$ cat src/rtl/counter_sequencer.sv
// counter_sequencer: expands one host command into a timed train of registered counter strobes.
module counter_sequencer #(
  parameter int N = 4,
  parameter int REP_W = 4
) (
  input  logic             C,
  input  logic             R,
  input  logic             cmd_valid,
  output logic             cmd_ready,
  input  logic [2:0]       cmd_op,
  input  logic [N-1:0]     cmd_arg,
  input  logic [REP_W-1:0] cmd_rep,
  input  logic             abort,
  input  logic [N-1:0]     q_in,
  output logic [N-1:0]     ctr_D,
  output logic             ctr_L,
  output logic             ctr_INC,
  output logic             ctr_DEC,
  output logic             ctr_SHL,
  output logic             ctr_SHR,
  output logic             busy,
  output logic             done,
  output logic             err
);
  typedef enum logic [1:0] {IDLE, EXEC, DONE} state_t;
  localparam logic [N:0] TMAX = (N+1)'(1) << N;
  state_t state, state_n;
  logic [2:0] op, op_n;
  logic [N-1:0] arg, arg_n;
  logic [REP_W-1:0] cnt, cnt_n;
  logic [N:0] tcnt, tcnt_n;
  logic [4:0] stb, stb_n, sel;
  logic err_q, err_n, hit;
  assign sel = (cmd_op == 3'd6) ? 5'b00010 :
               (cmd_op != 3'd0 && cmd_op != 3'd7) ? 5'b00001 << (cmd_op - 3'd1) : 5'b00000;
  // Q lags the registered INC strobe by one edge, so compare against the value it is about to take
  assign hit = (q_in + N'(stb[1])) == arg;
  always_comb begin
    state_n = state;
    op_n = op;
    arg_n = arg;
    cnt_n = cnt;
    tcnt_n = tcnt;
    stb_n = '0;
    err_n = 1'b0;
    case (state)
      IDLE: if (cmd_valid) begin
        state_n = EXEC;
        op_n = cmd_op;
        arg_n = cmd_arg;
        cnt_n = (cmd_op != 3'd1 && cmd_op != 3'd6 && sel != '0 && cmd_rep != '0) ? cmd_rep - REP_W'(1) : '0;
        stb_n = (cmd_op == 3'd6) ? ((q_in == cmd_arg) ? '0 : sel) :
                (cmd_op == 3'd1 || cmd_rep != '0) ? sel : '0;
        tcnt_n = (cmd_op == 3'd6 && q_in != cmd_arg) ? (N+1)'(1) : '0;
      end
      EXEC: if (abort) begin
        state_n = DONE;
        err_n = 1'b1;
      end else if (op == 3'd6) begin
        if (hit) state_n = DONE;
        else if (tcnt == TMAX) begin
          state_n = DONE;
          err_n = 1'b1;
        end else begin
          stb_n = 5'b00010;
          tcnt_n = tcnt + (N+1)'(1);
        end
      end else if (cnt != '0) begin
        stb_n = stb;
        cnt_n = cnt - REP_W'(1);
      end else begin
        state_n = DONE;
        err_n = (op == 3'd7);
      end
      default: state_n = IDLE;
    endcase
  end
  always_ff @(posedge C) begin
    if (R) begin
      state <= IDLE;
      op <= '0;
      arg <= '0;
      cnt <= '0;
      tcnt <= '0;
      stb <= '0;
      err_q <= 1'b0;
    end else begin
      state <= state_n;
      op <= op_n;
      arg <= arg_n;
      cnt <= cnt_n;
      tcnt <= tcnt_n;
      stb <= stb_n;
      err_q <= err_n;
    end
  end
  assign {ctr_SHR, ctr_SHL, ctr_DEC, ctr_INC, ctr_L} = stb;
  assign ctr_D = arg;
  assign cmd_ready = state == IDLE;
  assign busy = state == EXEC;
  assign done = state == DONE;
  assign err = err_q;
endmodule

$ cat config.mk
export PLATFORM = sky130hd
export DESIGN_NAME = counter_sequencer
export DESIGN_NICKNAME = d
export VERILOG_FILES = /design/src/rtl/counter_sequencer.sv
export SDC_FILE = /design/constraint.sdc
export NUM_CORES = 1
export LEC_CHECK = 0
export CAP_MARGIN = 20
export CORE_ASPECT_RATIO = 0.8
export CORE_MARGIN = 2
export CORE_UTILIZATION = 41
export CTS_CLUSTER_DIAMETER = 30
export DETAILED_ROUTE_END_ITERATION = 10
export GPL_TIMING_DRIVEN = 0
export PLACE_DENSITY_LB_ADDON = 0.15
export SYNTH_ARGS = -nofsm -noshare
export SYNTH_HDL_FRONTEND = slang
export SYNTH_SLANG_ARGS = --single-unit
$ cat constraint.sdc
create_clock -name C -period 2.7 [get_ports C]
set_input_delay 0.54 -clock C [delete_from_list [all_inputs] [get_ports C]]
set_output_delay 0.54 -clock C [all_outputs]
set_load 0.05 [all_outputs]
### After elaboration in Yosys (flattened, before gate mapping)

Index checks and enable logic that the tools add are counted.

| cells by class | value |
|---|---|
| add/subtract/negate cells | 5 |
| equal/unequal tests | 22 |
| shift operators | 1 |
| mux-type cells | 37 |
| bitwise logic cells | 1 |
| reduce and logical (&&, ||, !) cells | 17 |

Operator list:

| kind | count |
|---|---|
| two-way mux 5 bit | 14 |
| two-way mux 4 bit | 5 |
| one-hot mux 5 bit (2 select lines) | 2 |
| two-way mux 2 bit | 8 |
| inequality test 2 bit, second input constant | 5 |
| == test 3 bit, second input constant | 3 |
| == test 4 bit | 2 |
| one-hot mux 4 bit (2 select lines) | 1 |
| nonzero test 4 bit | 2 |
| subtractor 4 x 1 -> 4 bit, second input constant | 2 |
| two-way mux 1 bit | 6 |
| inequality test 3 bit, second input constant | 2 |
| AND reduction 6 bit | 1 |
| adder 5 x 1 -> 5 bit, second input constant | 1 |
| == test 5 bit, second input constant | 1 |
| logical AND 1 bit | 5 |
| inequality test 5 x 4 -> 1 bit, second input constant | 1 |
| AND reduction 5 bit | 1 |
| nonzero test 5 bit | 1 |
| left shift 1 x 3 -> 5 bit, first input constant | 1 |
| adder 4 x 1 -> 4 bit | 1 |
| inequality test 2 x 1 -> 1 bit, second input constant | 2 |
| inequality test 4 bit | 1 |
| inequality test 4 bit, second input constant | 1 |
| 14 further kinds | 14 |

| word-level totals | value |
|---|---|
| register bits after elaboration | 24 |
| bits of input ports | 19 |
| output and inout port bits | 13 |
| word-level logic and storage cells | 90 |

### Longest topological paths before layout

| depth | value |
|---|---|
| depth in word-level cells | 10 |
| mapped depth | 7 |
| gate-level depth less buffers | 7 |

### Worst setup path before layout

No wires, ideal clock.

| timing path | value |
|---|---|
| path kind | reg2reg |
| start | reg stb[1] |
| end | reg tcnt[3] |
| library setup time | 0.116 ns |
| data arrival time | 1.896 ns |
| data required time | 2.584 ns |
| slack | 0.688 ns |
| cell stages (with the launch flop) | 8 |
| path buffers | 0 |
| period minus slack after synthesis | 2.012 ns |
| cell sequence | dfxtp_1 > ha_1 > ha_1 > xnor2_1 > nand3_2 > o21ai_2 > nor4b_1 > a31o_2 |

| on the way | value |
|---|---|
| longest elaborated chain between the ends | 4 |

RTL lines:

| item | line | text |
|---|---|---|
| start: declaration | 32 | `logic [4:0] stb, stb_n, sel;` |
| start signal: assignment | 93 | `stb <= stb_n;` |
| adder 4 x 1 -> 4 bit | 37 | `assign hit = (q_in + N'(stb[1])) == arg;` |
| == test 4 bit | 37 |  |
| inequality test 2 bit (no source line) | - |  |
| AND reduction 6 bit (no source line) | - |  |
| end signal: assignment | 92 | `tcnt <= tcnt_n;` |
| end: declaration | 31 | `logic [N:0] tcnt, tcnt_n;` |

Every way passes these cells.
A chain may end at the register's enable or synchronous reset.

### Worst setup path after layout

| timing path | value |
|---|---|
| start | in q_in[0] |
| end | reg tcnt[3] |

| on the way | value |
|---|---|
| longest elaborated chain between the ends | 4 |

RTL lines:

| item | line | text |
|---|---|---|
| start: declaration | 14 | `input logic [N-1:0] q_in,` |
| adder 4 x 1 -> 4 bit | 37 |  |
| == test 4 bit | 37 |  |
| inequality test 2 bit (no source line) | - |  |
| AND reduction 6 bit (no source line) | - |  |

Every way passes these cells.

==> results by stage <==
Status:
- The flow ran to the end, and the final reports show no timing, DRC or antenna violations.

Global route:
- Global routing consumed, over all layers together, 18.7% of the routing resources.
- The number of antenna violations at the first check in global routing is 0.
- The overall overflow remaining after global route is 0.
- Entering global routing, the biggest net connects 13 pins.
- The via count of the first global-routing pass is 1,283.
- The first global-routing pass estimated 5870 um of wire.

Timing:
- For the pin with the worst max-slew slack, the measured transition is about 0.6 ns.
- The worst max-slew margin expressed relative to the limit is 60.1%.
- The sum of negative setup slack is 0 ns.
- Setup repair after global routing left no endpoint under its margin.
- The max-slew violation total from the final report is 0.
- The final worst setup slack is between 0.3 and 0.4 ns.
- The shortest period the worst path allows is ~2.3 ns.
- Across the routed clock network, the largest skew measured is ~0.0067 ns.
- Setup violations remaining at the end of the flow were counted as 0.
- Final hold analysis gives a worst-case slack of 0.479 ns.
- The final period utilization is between 80 and 90%.
- The number of failing hold endpoints at the final stage is 0.
- Timing would allow up to around 430 MHz.

Synthesis:
- The cell area after synthesis is around 1400 um2.
- The sequential share of the synthesized area is 34.4%.
- The largest area contributor in the netlist is sky130_fd_sc_hd__dfxtp_1.
- The synthesized design devotes to its leading area cell type ~34% of total area.
- Counting distinct cell types in the post-synthesis netlist gives 46.
- The total number of yosys warnings is 0.
- The fraction of synthesis flops using an asynchronous set or reset pin is 0%.
- The cell count after synthesis is about 160.
- The number of nets handed over by synthesis was 188.
- The synthesized design contains 0 enable-type register cells.
- In the post-synthesis netlist, the biggest area contributors are sky130_fd_sc_hd__dfxtp_1 (34%), sky130_fd_sc_hd__ha_1 (6.3%), sky130_fd_sc_hd__a21oi_1 (5.4%), sky130_fd_sc_hd__nand2_1 (4.6%), sky130_fd_sc_hd__xor2_1 (4.4%).
- Synthesis inferred 24 register bits.
- Each instance of the synthesized netlist takes up on average around 8.6 um2.
- For this run, the leading register cell type out of synthesis is sky130_fd_sc_hd__dfxtp_1.

CTS:
- The TritonCTS clock tree is yes.
- After clock tree synthesis, the clock-pin slew on the worst setup and hold paths is 0.09 ns.
- The total number of clock tree sinks is 24.
- The insertion delay to the later sink of the worst-skew pair is between 0.2 and 0.3 ns.
- The number of gates resized after CTS was 0.
- CTS built an H-tree with a depth of 1.
- The number of buffers inserted by post-CTS setup repair is 0.
- The CTS buffer count is 3.
- The post-cts hold buffer count is 0.
- The maximum root-to-sink buffer count is 2.
- The clock root buffer is sky130_fd_sc_hd__clkbuf_8.

Finish:
- The number of fill cells in the layout is roughly 300.
- The final instance area is roughly 1800 um2.
- The fraction of final layout cells with drive strength greater than 1 is under 10%.
- The number of nets at the end of the flow is about 220.
- The library cell used most frequently in the layout, excluding fill and tap cells, is sky130_fd_sc_hd__clkdlybuf4s50_1.
- The combined area of the multi-input logic cells is between 800 and 900 um2.
- Summing all flip-flop and latch instances after layout gives 480 um2.
- The count of inserted antenna diode cells is 0.
- Compared with the post-synthesis result, the final layout area differs by 28.0%.
- The top cell types in the final layout, fill and taps aside, are sky130_fd_sc_hd__clkdlybuf4s50_1 (30), sky130_fd_sc_hd__dfxtp_1 (24), sky130_fd_sc_hd__nand2_1 (17).
- Leaving out filler cells and counting taps, the final layout contains 235.
- The end-of-flow core utilization is a little under three fifths.

Run:
- The total of max-cap violations is 0.

Critical path:
- The startpoint of the worst-slack reg-to-reg timing path is stb[1]$_SDFFE_PP0P_.
- In this run the worst path has a maximum fanout of 7.
- The required time reported for the critical path endpoint is 2.87 ns.
- STA classifies the critical path endpoint as a register.
- The critical path launch point type is an input pin.
- The depth of the worst register-to-register path is 7.
- Tracing the worst setup path back leads to its startpoint at q_in[0].
- The endpoint identified for the worst register-to-register timing path is tcnt[3]$_SDFFE_PP0P_.
- The critical path start-end classification is in2reg.
- The critical path data arrival time is 2.51 ns.
- Across all register-to-register paths, the minimum setup slack is roughly 0.79 ns.
- The end of the critical path is tcnt[3]$_SDFFE_PP0P_.

Power:
- In this run the power density over the cells is ~470 nW/um2.
- In this run the static leakage power is between 0.6 and 0.7 nW.
- The maximum vdd ir drop is ~0.00027 V.
- Total power for the finished layout comes to 0.834 mW.

Die:
- The die area is roughly 4000 um2.
- The placeable core area is 3180 um2.
- The height of the die is 56.2 um.
- The die is 69.3 um wide.
- The number of placed I/O pins is 32.
- The number of rows in the core area is 18.
- The starting density of the core is 44.0%.

Detailed routing:
- The count of nets left with antenna violations after detail routing is 0.
- The starting DRC count in detailed routing is 74.
- The final routed wirelength across all metal layers is around 3400 um.
- The number of iterations in the first detailed-routing pass is 4.
- The detailed-route DRC error count is 0.
- The total number of vias is 1,296.
- Dividing the detail-routed via count by the number of cells gives 5.51.
- After detailed routing, the average wire length per cell comes to 14.4 um.

Worst hold path:
- The cell depth of the worst min-delay path is 2.
- The min-delay analysis places its worst path in the category reg2reg.

Placed design:
- Routability-driven placement finished with a final weighted congestion of 0.798.
- The number of port buffers is 30.
- Summing all placed instances gives a cell area of approximately 1700 um2.
- The HPWL after detailed placement is 2610 um.
- The total placed cells including tap cells is ~230.
- Before CTS, the worst setup slack after placement is slightly above 0.09 ns.
## power breakdown
part           switching [mW]  internal, mW
Sequential             0.0160         0.373
Combinational           0.138        0.0966
Clock                   0.111        0.0997
## metal layers
| metal | up-vias | global-route usage [%] | share of wire [%] |
|---|---|---|---|
| met5 | - | 0 | 0 |
| met4 | 0 | 5.60 | 0.50 |
| met3 | 2 | 5.62 | 5.6 |
| met2 | 34 | 29.3 | 45 |
| met1 | 613 | 24.9 | 49 |
| li1 | 647 | - | - |
## how the worst min path moves through the flow
stage,start,end,slack [ns]
3_3_place_gp,op[1]$_SDFFE_PP0P_,op[1]$_SDFFE_PP0P_,0.46
6_report,ctr_D[2]$_SDFFE_PP0P_,ctr_D[2]$_SDFFE_PP0P_,0.48
5_1_grt,op[2]$_SDFFE_PP0P_,op[2]$_SDFFE_PP0P_,0.49
2_1_floorplan,op[0]$_SDFFE_PP0P_,op[0]$_SDFFE_PP0P_,0.44
4_1_cts,op[2]$_SDFFE_PP0P_,op[2]$_SDFFE_PP0P_,0.47
3_5_place_dp,op[2]$_SDFFE_PP0P_,op[2]$_SDFFE_PP0P_,0.46
## state kept, by name (all words and copies together), names as in the netlist
signal / flops
cnt: 4
ctr_D: 4
err: 1
op: 3
state: 2
stb: 5
tcnt: 5
## worst max-delay path: stages
cell	delay [ns]
sky130_fd_sc_hd__clkdlybuf4s50_1	0.45
sky130_fd_sc_hd__ha_1	0.24
sky130_fd_sc_hd__ha_1	0.30
sky130_fd_sc_hd__xnor2_1	0.17
sky130_fd_sc_hd__nand3_2	0.13
sky130_fd_sc_hd__o21ai_2	0.35
sky130_fd_sc_hd__nor4b_1	0.10
sky130_fd_sc_hd__a31o_2	0.23
## layout make-up
cell class,count,area share [%]
multi-input combinational,123,48.0
buffer,6,1.40
inverter,9,1.89
tap,40,2.80
timing repair buffer,30,16.8
sequential,24,26.9
clock buffer,3,2.31
## synth_stat cells (2+ instances only)
cell type	n
sky130_fd_sc_hd__a32oi_1	2
sky130_fd_sc_hd__o22ai_1	2
sky130_fd_sc_hd__nor3b_1	2
sky130_fd_sc_hd__nand3_1	5
sky130_fd_sc_hd__buf_2	2
sky130_fd_sc_hd__o21ai_0	2
sky130_fd_sc_hd__xnor2_1	5
sky130_fd_sc_hd__xor2_1	7
sky130_fd_sc_hd__o211ai_1	2
sky130_fd_sc_hd__nor3_1	10
sky130_fd_sc_hd__a211oi_1	3
sky130_fd_sc_hd__inv_1	8
sky130_fd_sc_hd__ha_1	7
sky130_fd_sc_hd__nor2_1	14
sky130_fd_sc_hd__a21oi_1	15
sky130_fd_sc_hd__dfxtp_1	24
sky130_fd_sc_hd__nand2_1	17
sky130_fd_sc_hd__nor4b_1	2
sky130_fd_sc_hd__nor4_1	2
sky130_fd_sc_hd__a31o_2	2
sky130_fd_sc_hd__clkbuf_1	4
## cells by family (layout without fill, tap and decap cells)
| kind of cell | count (synthesis) | count (layout) | share of synthesized area [%] |
|---|---|---|---|
| simple gates | 68 | 68 | 29.1 |
| compound gates | 35 | 35 | 16.9 |
| flops | 24 | 24 | 34.4 |
| buf+inv | 15 | 48 | 4.21 |
| fa+ha+maj | 7 | 7 | 6.27 |
| xor+xnor | 13 | 13 | 9.13 |
No activity file was read; power rests on OpenSTA's default activity.
